## src/rtl/screen_refresh_scheduler_if.sv

```systemverilog
// Signal bundle between the refresh scheduler and its environment: frame and
// corner control, the edit handshake, the world-map RAM port and the screen-buffer row port.
interface screen_refresh_scheduler_if #(
  parameter int COLS     = 16,
  parameter int TILE_W   = 4,
  parameter int MAP_LOG2 = 7
);
  logic                     frame_start;
  logic [MAP_LOG2-1:0]      corner_x;
  logic [MAP_LOG2-1:0]      corner_y;
  logic                     edit_req;
  logic [MAP_LOG2-1:0]      edit_x;
  logic [MAP_LOG2-1:0]      edit_y;
  logic [TILE_W-1:0]        edit_id;
  logic                     edit_ack;
  logic [2*MAP_LOG2-1:0]    map_addr;
  logic                     map_we;
  logic [TILE_W-1:0]        map_wdata;
  logic [TILE_W-1:0]        map_rdata;
  logic                     row_wr_en;
  logic [3:0]               row_wr_idx;
  logic [COLS*TILE_W-1:0]   row_wr_data;
  logic                     busy;
  logic                     frame_done;

  modport master (
    input  frame_start, corner_x, corner_y, edit_req, edit_x, edit_y, edit_id, map_rdata,
    output edit_ack, map_addr, map_we, map_wdata, row_wr_en, row_wr_idx, row_wr_data,
           busy, frame_done
  );

  modport slave (
    output frame_start, corner_x, corner_y, edit_req, edit_x, edit_y, edit_id, map_rdata,
    input  edit_ack, map_addr, map_we, map_wdata, row_wr_en, row_wr_idx, row_wr_data,
           busy, frame_done
  );
endinterface

```

## src/rtl/screen_refresh_scheduler.sv

```systemverilog
// Copies the visible tile window from the world map RAM into the screen buffer once
// per frame, slotting game-logic tile edits in at row boundaries.
module screen_refresh_scheduler #(
  parameter int ROWS     = 12,
  parameter int COLS     = 16,
  parameter int TILE_W   = 4,
  parameter int MAP_LOG2 = 7
) (
  input  logic                       clk,
  input  logic                       reset,
  screen_refresh_scheduler_if.master bus
);
  localparam int COL_W   = $clog2(COLS);
  localparam int SHIFT_W = (COLS - 1) * TILE_W;
  localparam logic [COL_W-1:0] LAST_COL = COL_W'(COLS - 1);
  localparam logic [3:0]       LAST_ROW = 4'(ROWS - 1);

  typedef enum logic [2:0] {
    IDLE   = 3'd0,
    EDIT   = 3'd1,
    LATCH  = 3'd2,
    READ   = 3'd3,
    COMMIT = 3'd4,
    DONE   = 3'd5
  } state_t;

  state_t              state_r;
  state_t              state_s;
  logic                pending_r;
  logic                edit_ret_r;
  logic [MAP_LOG2-1:0] cx_r;
  logic [MAP_LOG2-1:0] cy_r;
  logic [MAP_LOG2-1:0] map_x_s;
  logic [MAP_LOG2-1:0] map_y_s;
  logic [3:0]          row_r;
  logic [COL_W-1:0]    col_r;
  logic [SHIFT_W-1:0]  shift_r;

  // State register
  always_ff @(posedge clk) begin
    if (reset) begin
      state_r <= IDLE;
    end else begin
      state_r <= state_s;
    end
  end

  // Pending flag, latched window corner, row/column counters and row assembly
  always_ff @(posedge clk) begin
    if (reset) begin
      pending_r  <= 1'b0;
      edit_ret_r <= 1'b0;
      cx_r       <= '0;
      cy_r       <= '0;
      row_r      <= 4'd0;
      col_r      <= '0;
      shift_r    <= '0;
    end else begin
      // A pulse arriving during LATCH belongs to the next frame, so it survives the clear.
      pending_r <= bus.frame_start | (pending_r & (state_r != LATCH));
      if (state_r != EDIT) begin
        edit_ret_r <= (state_r == COMMIT);
      end
      case (state_r)
        LATCH: begin
          cx_r  <= bus.corner_x;
          cy_r  <= bus.corner_y;
          row_r <= 4'd0;
          col_r <= '0;
        end
        READ: begin
          col_r <= col_r + COL_W'(1);
          // Read data lags the address by one cycle, so column 0 has nothing to capture yet.
          if (col_r != '0) begin
            shift_r <= {bus.map_rdata, shift_r[SHIFT_W-1:TILE_W]};
          end
        end
        COMMIT: begin
          col_r <= '0;
          if (row_r != LAST_ROW) begin
            row_r <= row_r + 4'd1;
          end
        end
        default: begin
        end
      endcase
    end
  end

  // Next-state selection
  always_comb begin
    state_s = state_r;
    case (state_r)
      IDLE: begin
        if (bus.edit_req) begin
          state_s = EDIT;
        end else if (bus.frame_start || pending_r) begin
          state_s = LATCH;
        end else begin
          state_s = IDLE;
        end
      end
      EDIT: begin
        if (edit_ret_r) begin
          state_s = READ;
        end else begin
          state_s = IDLE;
        end
      end
      LATCH: state_s = READ;
      READ: begin
        if (col_r == LAST_COL) begin
          state_s = COMMIT;
        end else begin
          state_s = READ;
        end
      end
      COMMIT: begin
        if (row_r == LAST_ROW) begin
          state_s = DONE;
        end else if (bus.edit_req) begin
          state_s = EDIT;
        end else begin
          state_s = READ;
        end
      end
      DONE: begin
        // A queued frame restarts at once unless an edit is waiting for its IDLE slot.
        if (pending_r && !bus.edit_req) begin
          state_s = LATCH;
        end else begin
          state_s = IDLE;
        end
      end
      default: state_s = IDLE;
    endcase
  end

  // Output decode
  always_comb begin
    bus.edit_ack    = 1'b0;
    bus.map_we      = 1'b0;
    bus.map_addr    = '0;
    bus.map_wdata   = '0;
    bus.row_wr_en   = 1'b0;
    bus.row_wr_idx  = 4'd0;
    bus.row_wr_data = '0;
    bus.busy        = 1'b0;
    bus.frame_done  = 1'b0;
    map_x_s         = cx_r + MAP_LOG2'(col_r);
    map_y_s         = cy_r + MAP_LOG2'(row_r);
    case (state_r)
      EDIT: begin
        bus.map_we    = 1'b1;
        bus.map_addr  = {bus.edit_y, bus.edit_x};
        bus.map_wdata = bus.edit_id;
        bus.edit_ack  = 1'b1;
        bus.busy      = edit_ret_r;
      end
      LATCH: bus.busy = 1'b1;
      READ: begin
        bus.busy     = 1'b1;
        bus.map_addr = {map_y_s, map_x_s};
      end
      COMMIT: begin
        bus.busy        = 1'b1;
        bus.row_wr_en   = 1'b1;
        bus.row_wr_idx  = row_r;
        bus.row_wr_data = {bus.map_rdata, shift_r};
      end
      DONE: begin
        bus.busy       = 1'b1;
        bus.frame_done = 1'b1;
      end
      default: begin
      end
    endcase
  end
endmodule

```

## src/flat_wrapper.sv

```systemverilog
// flat-port wrapper written by rule: the top's interface ports become plain ports
module screen_refresh_scheduler_flat 
#(
  parameter int ROWS     = 12,
  parameter int COLS     = 16,
  parameter int TILE_W   = 4,
  parameter int MAP_LOG2 = 7
)
  (clk, reset, bus_frame_start, bus_corner_x, bus_corner_y, bus_edit_req, bus_edit_x, bus_edit_y, bus_edit_id, bus_map_rdata, bus_edit_ack, bus_map_addr, bus_map_we, bus_map_wdata, bus_row_wr_en, bus_row_wr_idx, bus_row_wr_data, bus_busy, bus_frame_done);
  screen_refresh_scheduler_if #(.COLS(COLS), .TILE_W(TILE_W), .MAP_LOG2(MAP_LOG2)) bus_i ();
  input  logic clk;
  input  logic reset;
  input wire logic [$bits(bus_i.frame_start)-1:0] bus_frame_start;
  input wire logic [$bits(bus_i.corner_x)-1:0] bus_corner_x;
  input wire logic [$bits(bus_i.corner_y)-1:0] bus_corner_y;
  input wire logic [$bits(bus_i.edit_req)-1:0] bus_edit_req;
  input wire logic [$bits(bus_i.edit_x)-1:0] bus_edit_x;
  input wire logic [$bits(bus_i.edit_y)-1:0] bus_edit_y;
  input wire logic [$bits(bus_i.edit_id)-1:0] bus_edit_id;
  input wire logic [$bits(bus_i.map_rdata)-1:0] bus_map_rdata;
  output wire logic [$bits(bus_i.edit_ack)-1:0] bus_edit_ack;
  output wire logic [$bits(bus_i.map_addr)-1:0] bus_map_addr;
  output wire logic [$bits(bus_i.map_we)-1:0] bus_map_we;
  output wire logic [$bits(bus_i.map_wdata)-1:0] bus_map_wdata;
  output wire logic [$bits(bus_i.row_wr_en)-1:0] bus_row_wr_en;
  output wire logic [$bits(bus_i.row_wr_idx)-1:0] bus_row_wr_idx;
  output wire logic [$bits(bus_i.row_wr_data)-1:0] bus_row_wr_data;
  output wire logic [$bits(bus_i.busy)-1:0] bus_busy;
  output wire logic [$bits(bus_i.frame_done)-1:0] bus_frame_done;
  assign bus_i.frame_start = bus_frame_start;
  assign bus_i.corner_x = bus_corner_x;
  assign bus_i.corner_y = bus_corner_y;
  assign bus_i.edit_req = bus_edit_req;
  assign bus_i.edit_x = bus_edit_x;
  assign bus_i.edit_y = bus_edit_y;
  assign bus_i.edit_id = bus_edit_id;
  assign bus_i.map_rdata = bus_map_rdata;
  assign bus_edit_ack = bus_i.edit_ack;
  assign bus_map_addr = bus_i.map_addr;
  assign bus_map_we = bus_i.map_we;
  assign bus_map_wdata = bus_i.map_wdata;
  assign bus_row_wr_en = bus_i.row_wr_en;
  assign bus_row_wr_idx = bus_i.row_wr_idx;
  assign bus_row_wr_data = bus_i.row_wr_data;
  assign bus_busy = bus_i.busy;
  assign bus_frame_done = bus_i.frame_done;
  screen_refresh_scheduler #(.ROWS(ROWS), .COLS(COLS), .TILE_W(TILE_W), .MAP_LOG2(MAP_LOG2)) u_core (.clk(clk), .reset(reset), .bus(bus_i));
endmodule
```

## config.mk

```make
export PLATFORM = sky130hd
export DESIGN_NAME = screen_refresh_scheduler_flat
export DESIGN_NICKNAME = d
export VERILOG_FILES = /design/src/rtl/screen_refresh_scheduler_if.sv /design/src/rtl/screen_refresh_scheduler.sv /design/src/flat_wrapper.sv
export SDC_FILE = /design/constraint.sdc
export NUM_CORES = 1
export LEC_CHECK = 0
export CAP_MARGIN = 20
export CORE_UTILIZATION = 36
export DETAILED_ROUTE_END_ITERATION = 10
export SYNTH_ARGS = -nofsm -noshare
export SYNTH_HDL_FRONTEND = slang
export SYNTH_SLANG_ARGS = --single-unit
```

## constraint.sdc

```tcl
create_clock -name clk -period 2.1 [get_ports clk]
set_input_delay 0.315 -clock clk [delete_from_list [all_inputs] [get_ports clk]]
set_output_delay 0.315 -clock clk [all_outputs]
set_load 0.05 [all_outputs]
```

==> flow_summary.yaml <==
final_layout:
  most_common_library_cell_in_the_layout_ignoring_fill_and_taps: "sky130_fd_sc_hd__nand2_1"
  fillCellCount: 989
  ff_latch_area_sq_um: 1770
  fin_nets: 753
  multi_input_area_sq_um: 2780
  final_cells: 872
  layout.cells.most_common_list: "sky130_fd_sc_hd__nand2_1 (164), sky130_fd_sc_hd__buf_12 (97), sky130_fd_sc_hd__dfxtp_1 (73)"
  layout-area-overhead-vs-synth_pct: 70.8
  antenna_cells: 0
  final_layout_size_suffix_gt1_frac: 0.335
sta:
  min_clock_period_post_route_ps: 2370
  timing_hold_violations_final: 0
  setup_viol_count_final: 9
  min_period_over_period: 1.13
  worstMarginPinSlew_ps: 620
  timing.slew.headroom: 0.586
  maxClockFrequency_mhz: 422
  finalMaxSlewViolations: 0
  slack_of_the_critical_path_ps: -268
  unrepaired_setup_endpoints_after_global_routing: "true"
  finalClockSkew_ps: 8.35
setup_path:
  ff2ff_setup_slack_ps: 410
  cp.required_ps: 1780
  setup.worst_path.start: "u_core.cx_r[0]"
  number_of_buffer_and_inverter_stages_on_the_critical_path: 1
  rr_worst_depth: 7
  slowest_library_cell_on_the_worst_path: "sky130_fd_sc_hd__fa_2"
  worst_path_largest_cell_delay_ps: 370
  worst_r2r_endpoint: "u_core.shift_r[23]"
  cp_cell_sequence: "ha_4 -> fa_2 -> a211oi_4 -> nor3_2 -> xnor2_2 -> o21ai_4 -> buf_12"
  critical_path_arrival_ps: 2050
  critPathTopFamily: "adder cells"
  crit-reg2reg-launch: "u_core.col_r[1]"
  cp-endpoint: "bus_map_addr[6]"
  crit_path_start_kind: "flip-flop"
  crit_fanout: 2
  setup.worst_path.end_class: "primary output"
  crit_cells: 7
  critPathKind: "reg -> out"
global_route:
  pin_count_of_the_biggest_net_entering_global_routing: 45
  number_of_antenna_violations_at_the_first_check_in_global_routing: 0
  number_of_global_route_vias_before_repair: 4124
  global_route.usage.total: 0.197
  grt-ovfl-total: 0
  first_pass_grt_wire_length_mm: 20.2
logic_synthesis:
  net_count_of_the_mapped_netlist: 621
  post_synth_and_or_nand_nor_area_fraction: 0.303
  netlist_instances: 567
  synth-compound-area-share: 0.172
  ys_ff_latch: 87
  number_of_distinct_library_cells_after_synthesis: 45
  largest_family_of_logic_cells_by_synthesized_area: "simple AND/OR/NAND/NOR gates"
  yosys-mux-area-fraction: 0
  synthesis.yosys.warnings: 0
  syn_avg_cell_area_sq_um: 7.92
  syn_area_sq_um: 4490
  ys_async_sr_fraction: 0
  synth-main-ff-cell: "sky130_fd_sc_hd__dfxtp_1"
  synthXorXnorAreaFrac: 0.0195
  synth_sequential_area_ratio: 0.388
  synthAdderAreaFrac: 0.0424
  synth_enable_flop_cells: 0
power_and_ir_drop:
  p_leak_nw: 2.74
  vdd_ir_drop_max_mv: 0.302
  power.density_cell_area_nw_per_um2: 507
  share_seq_of_total_power: 0.440
  power_report.internal_total_mw: 2.85
  share_of_power_burned_in_the_clock_network: 0.397
  share_comb_of_total_power: 0.163
  switchingPower_mw: 1.04
  design_power_total_mw: 3.89
  switching_share: 0.267
drt:
  top_layer_used: "met4"
  drt_drc_violations_left: 0
  firstDrtPassIters: 7
  met3RoutedLength_microns: 794
  dr_wl_met2_mm: 6.77
  drt_iter0_drc: 243
  drt-vias-per-instance: 4.88
  post_drt_antenna_nets: 0
  vias: 4252
  detail_route.wl_per_cell_microns: 15.0
  metal_1_wl_mm: 5.25
  detail_route.wirelength_mm: 13.1
floorplanning:
  rows: 40
  start_util: 0.372
  coreArea_sq_um: 12100
  number_of_top_level_pins: 131
  die_width_microns: 114
  fp.dieArea_sq_um: 12900
  die-height_microns: 114
placement:
  place.detailed.hpwl_mm: 8.69
  post-place-cells: 843
  buffer_ports.inserted: 130
  globalplace.congestion: 0.872
clock_network:
  ctsHoldBuffers: 0
  worst_skew_pair.late_latency_ps: 340
  clk_root_buffer_cell: "sky130_fd_sc_hd__clkbuf_16"
  tritoncts.num_buffers: 9
  path_clk_slew_ps: 60
  cts.path.max_buffers: 2
  cts-htree-levels: 3
  numClockSinks: 87
  tritoncts_clock_tree: "done"
min_path:
  min_path_type: "in -> reg"
job:
  max_cap_viol_count: 0
status:
  violations: "setup timing"
  outcome: "finished with violations"
==> cell usage after synthesis (2+ instances only) <==
| master | count | area (sq um) |
|---|---|---|
| sky130_fd_sc_hd__buf_6 | 17 | 191 |
| sky130_fd_sc_hd__fa_1 | 2 | 40.0 |
| sky130_fd_sc_hd__o21ai_0 | 12 | 60.1 |
| sky130_fd_sc_hd__a21o_1 | 2 | 15.0 |
| sky130_fd_sc_hd__o2111a_1 | 2 | 22.5 |
| sky130_fd_sc_hd__nand3b_1 | 4 | 30.0 |
| sky130_fd_sc_hd__buf_4 | 6 | 45.0 |
| sky130_fd_sc_hd__clkbuf_1 | 14 | 52.6 |
| sky130_fd_sc_hd__xnor2_1 | 8 | 70.1 |
| sky130_fd_sc_hd__nor3_1 | 5 | 25.0 |
| sky130_fd_sc_hd__a21oi_2 | 22 | 193 |
| sky130_fd_sc_hd__a32oi_1 | 2 | 17.5 |
| sky130_fd_sc_hd__a41oi_1 | 2 | 17.5 |
| sky130_fd_sc_hd__buf_2 | 4 | 20.0 |
| sky130_fd_sc_hd__inv_1 | 5 | 18.8 |
| sky130_fd_sc_hd__dfxtp_1 | 87 | 1740 |
| sky130_fd_sc_hd__nor2b_1 | 2 | 12.5 |
| sky130_fd_sc_hd__xor2_1 | 2 | 17.5 |
| sky130_fd_sc_hd__a22o_1 | 4 | 35.0 |
| sky130_fd_sc_hd__a211oi_1 | 4 | 30.0 |
| sky130_fd_sc_hd__ha_1 | 12 | 150 |
| sky130_fd_sc_hd__nor2_1 | 22 | 82.6 |
| sky130_fd_sc_hd__and2_1 | 73 | 457 |
| sky130_fd_sc_hd__nand2_1 | 165 | 619 |
| sky130_fd_sc_hd__nor3_2 | 3 | 30.0 |
| sky130_fd_sc_hd__o21a_1 | 2 | 15.0 |
| sky130_fd_sc_hd__a21oi_1 | 60 | 300 |
| sky130_fd_sc_hd__nand3_1 | 7 | 35.0 |
==> cell type report <==
class / count / share of cell area
Clock buffer: 11 / 0.0329
Clock inverter: 5 / 0.00538
Inverter: 6 / 0.00359
Multi-Input combinational cell: 432 / 0.362
Sequential cell: 87 / 0.231
Tap cell: 168 / 0.0274
Timing Repair Buffer: 163 / 0.338
==> cells by family after synthesis <==
family                     after synthesis
adders and majority gates               14
xor gates and xnor gates                10
AOI/OAI and AO/OA                      120
and+or+nand+nor                        288
buffers and inverters                   48
DFF                                     87
==> metal layers <==
layer  GRT usage  vias to the layer above
met5           0                        -
met4      0.0868                        0
met3      0.0473                       17
met2       0.348                      125
met1       0.224                     1988
li1            -                     2122
==> sequential cells by signal, summed over array words and instances, names as in the netlist <==
| name | flops |
|---|---|
| u_core.col_r | 4 |
| u_core.shift_r | 60 |
| u_core.cy_r | 7 |
| u_core.state_r | 3 |
| u_core.row_r | 4 |
| u_core.edit_ret_r | 1 |
| u_core.cx_r | 7 |
| u_core.pending_r | 1 |
==> worst min path at each step <==
| stage | endpoint | cells after the start | from |
|---|---|---|---|
| 6_report | u_core.pending_r | 2 | reset |
| 2_1_floorplan | u_core.shift_r[0] | 2 | u_core.shift_r[0] |
| 5_1_grt | u_core.shift_r[1] | 2 | reset |
| 3_5_place_dp | u_core.shift_r[0] | 2 | u_core.shift_r[0] |
| 4_1_cts | u_core.shift_r[1] | 2 | reset |
| 3_3_place_gp | u_core.cy_r[0] | 2 | u_core.cy_r[0] |
==> metrics by stage <==
stage / cell area, sq um / hold slack, ps / utilization / setup TNS [ps] / setup slack, ps
after floorplan: 4560 / 432 / - / 0 / 17.8
after global routing: 7670 / 341 / 0.636 / -2070 / -329
final: 7670 / 332 / 0.636 / -1450 / -268
after detailed placement: 6890 / 448 / 0.571 / -41.7 / -25.3
after CTS: 7400 / 320 / 0.614 / -1790 / -321
after global placement: 6890 / 445 / 0.571 / 0 / 27.7
==> timing repair <==
item                                    4_1_cts  5_1_grt
pin swaps                                    22       15
cloned                                        0        3
endpoints found under the setup margin       86       65
buffers inserted                              6        4
gates resized for setup                      35       44
==> power by group through the flow <==
stage          logic (mW)  clock network, mW  registers, mW
3_5_place_dp        0.599                  0           1.74
6_report            0.634               1.55           1.71
5_1_grt             0.671               1.67           1.71
2_1_floorplan       0.339                  0           1.73
4_1_cts             0.619               1.60           1.71
3_3_place_gp        0.591                  0           1.74
Power figures use the tool's default switching activity.
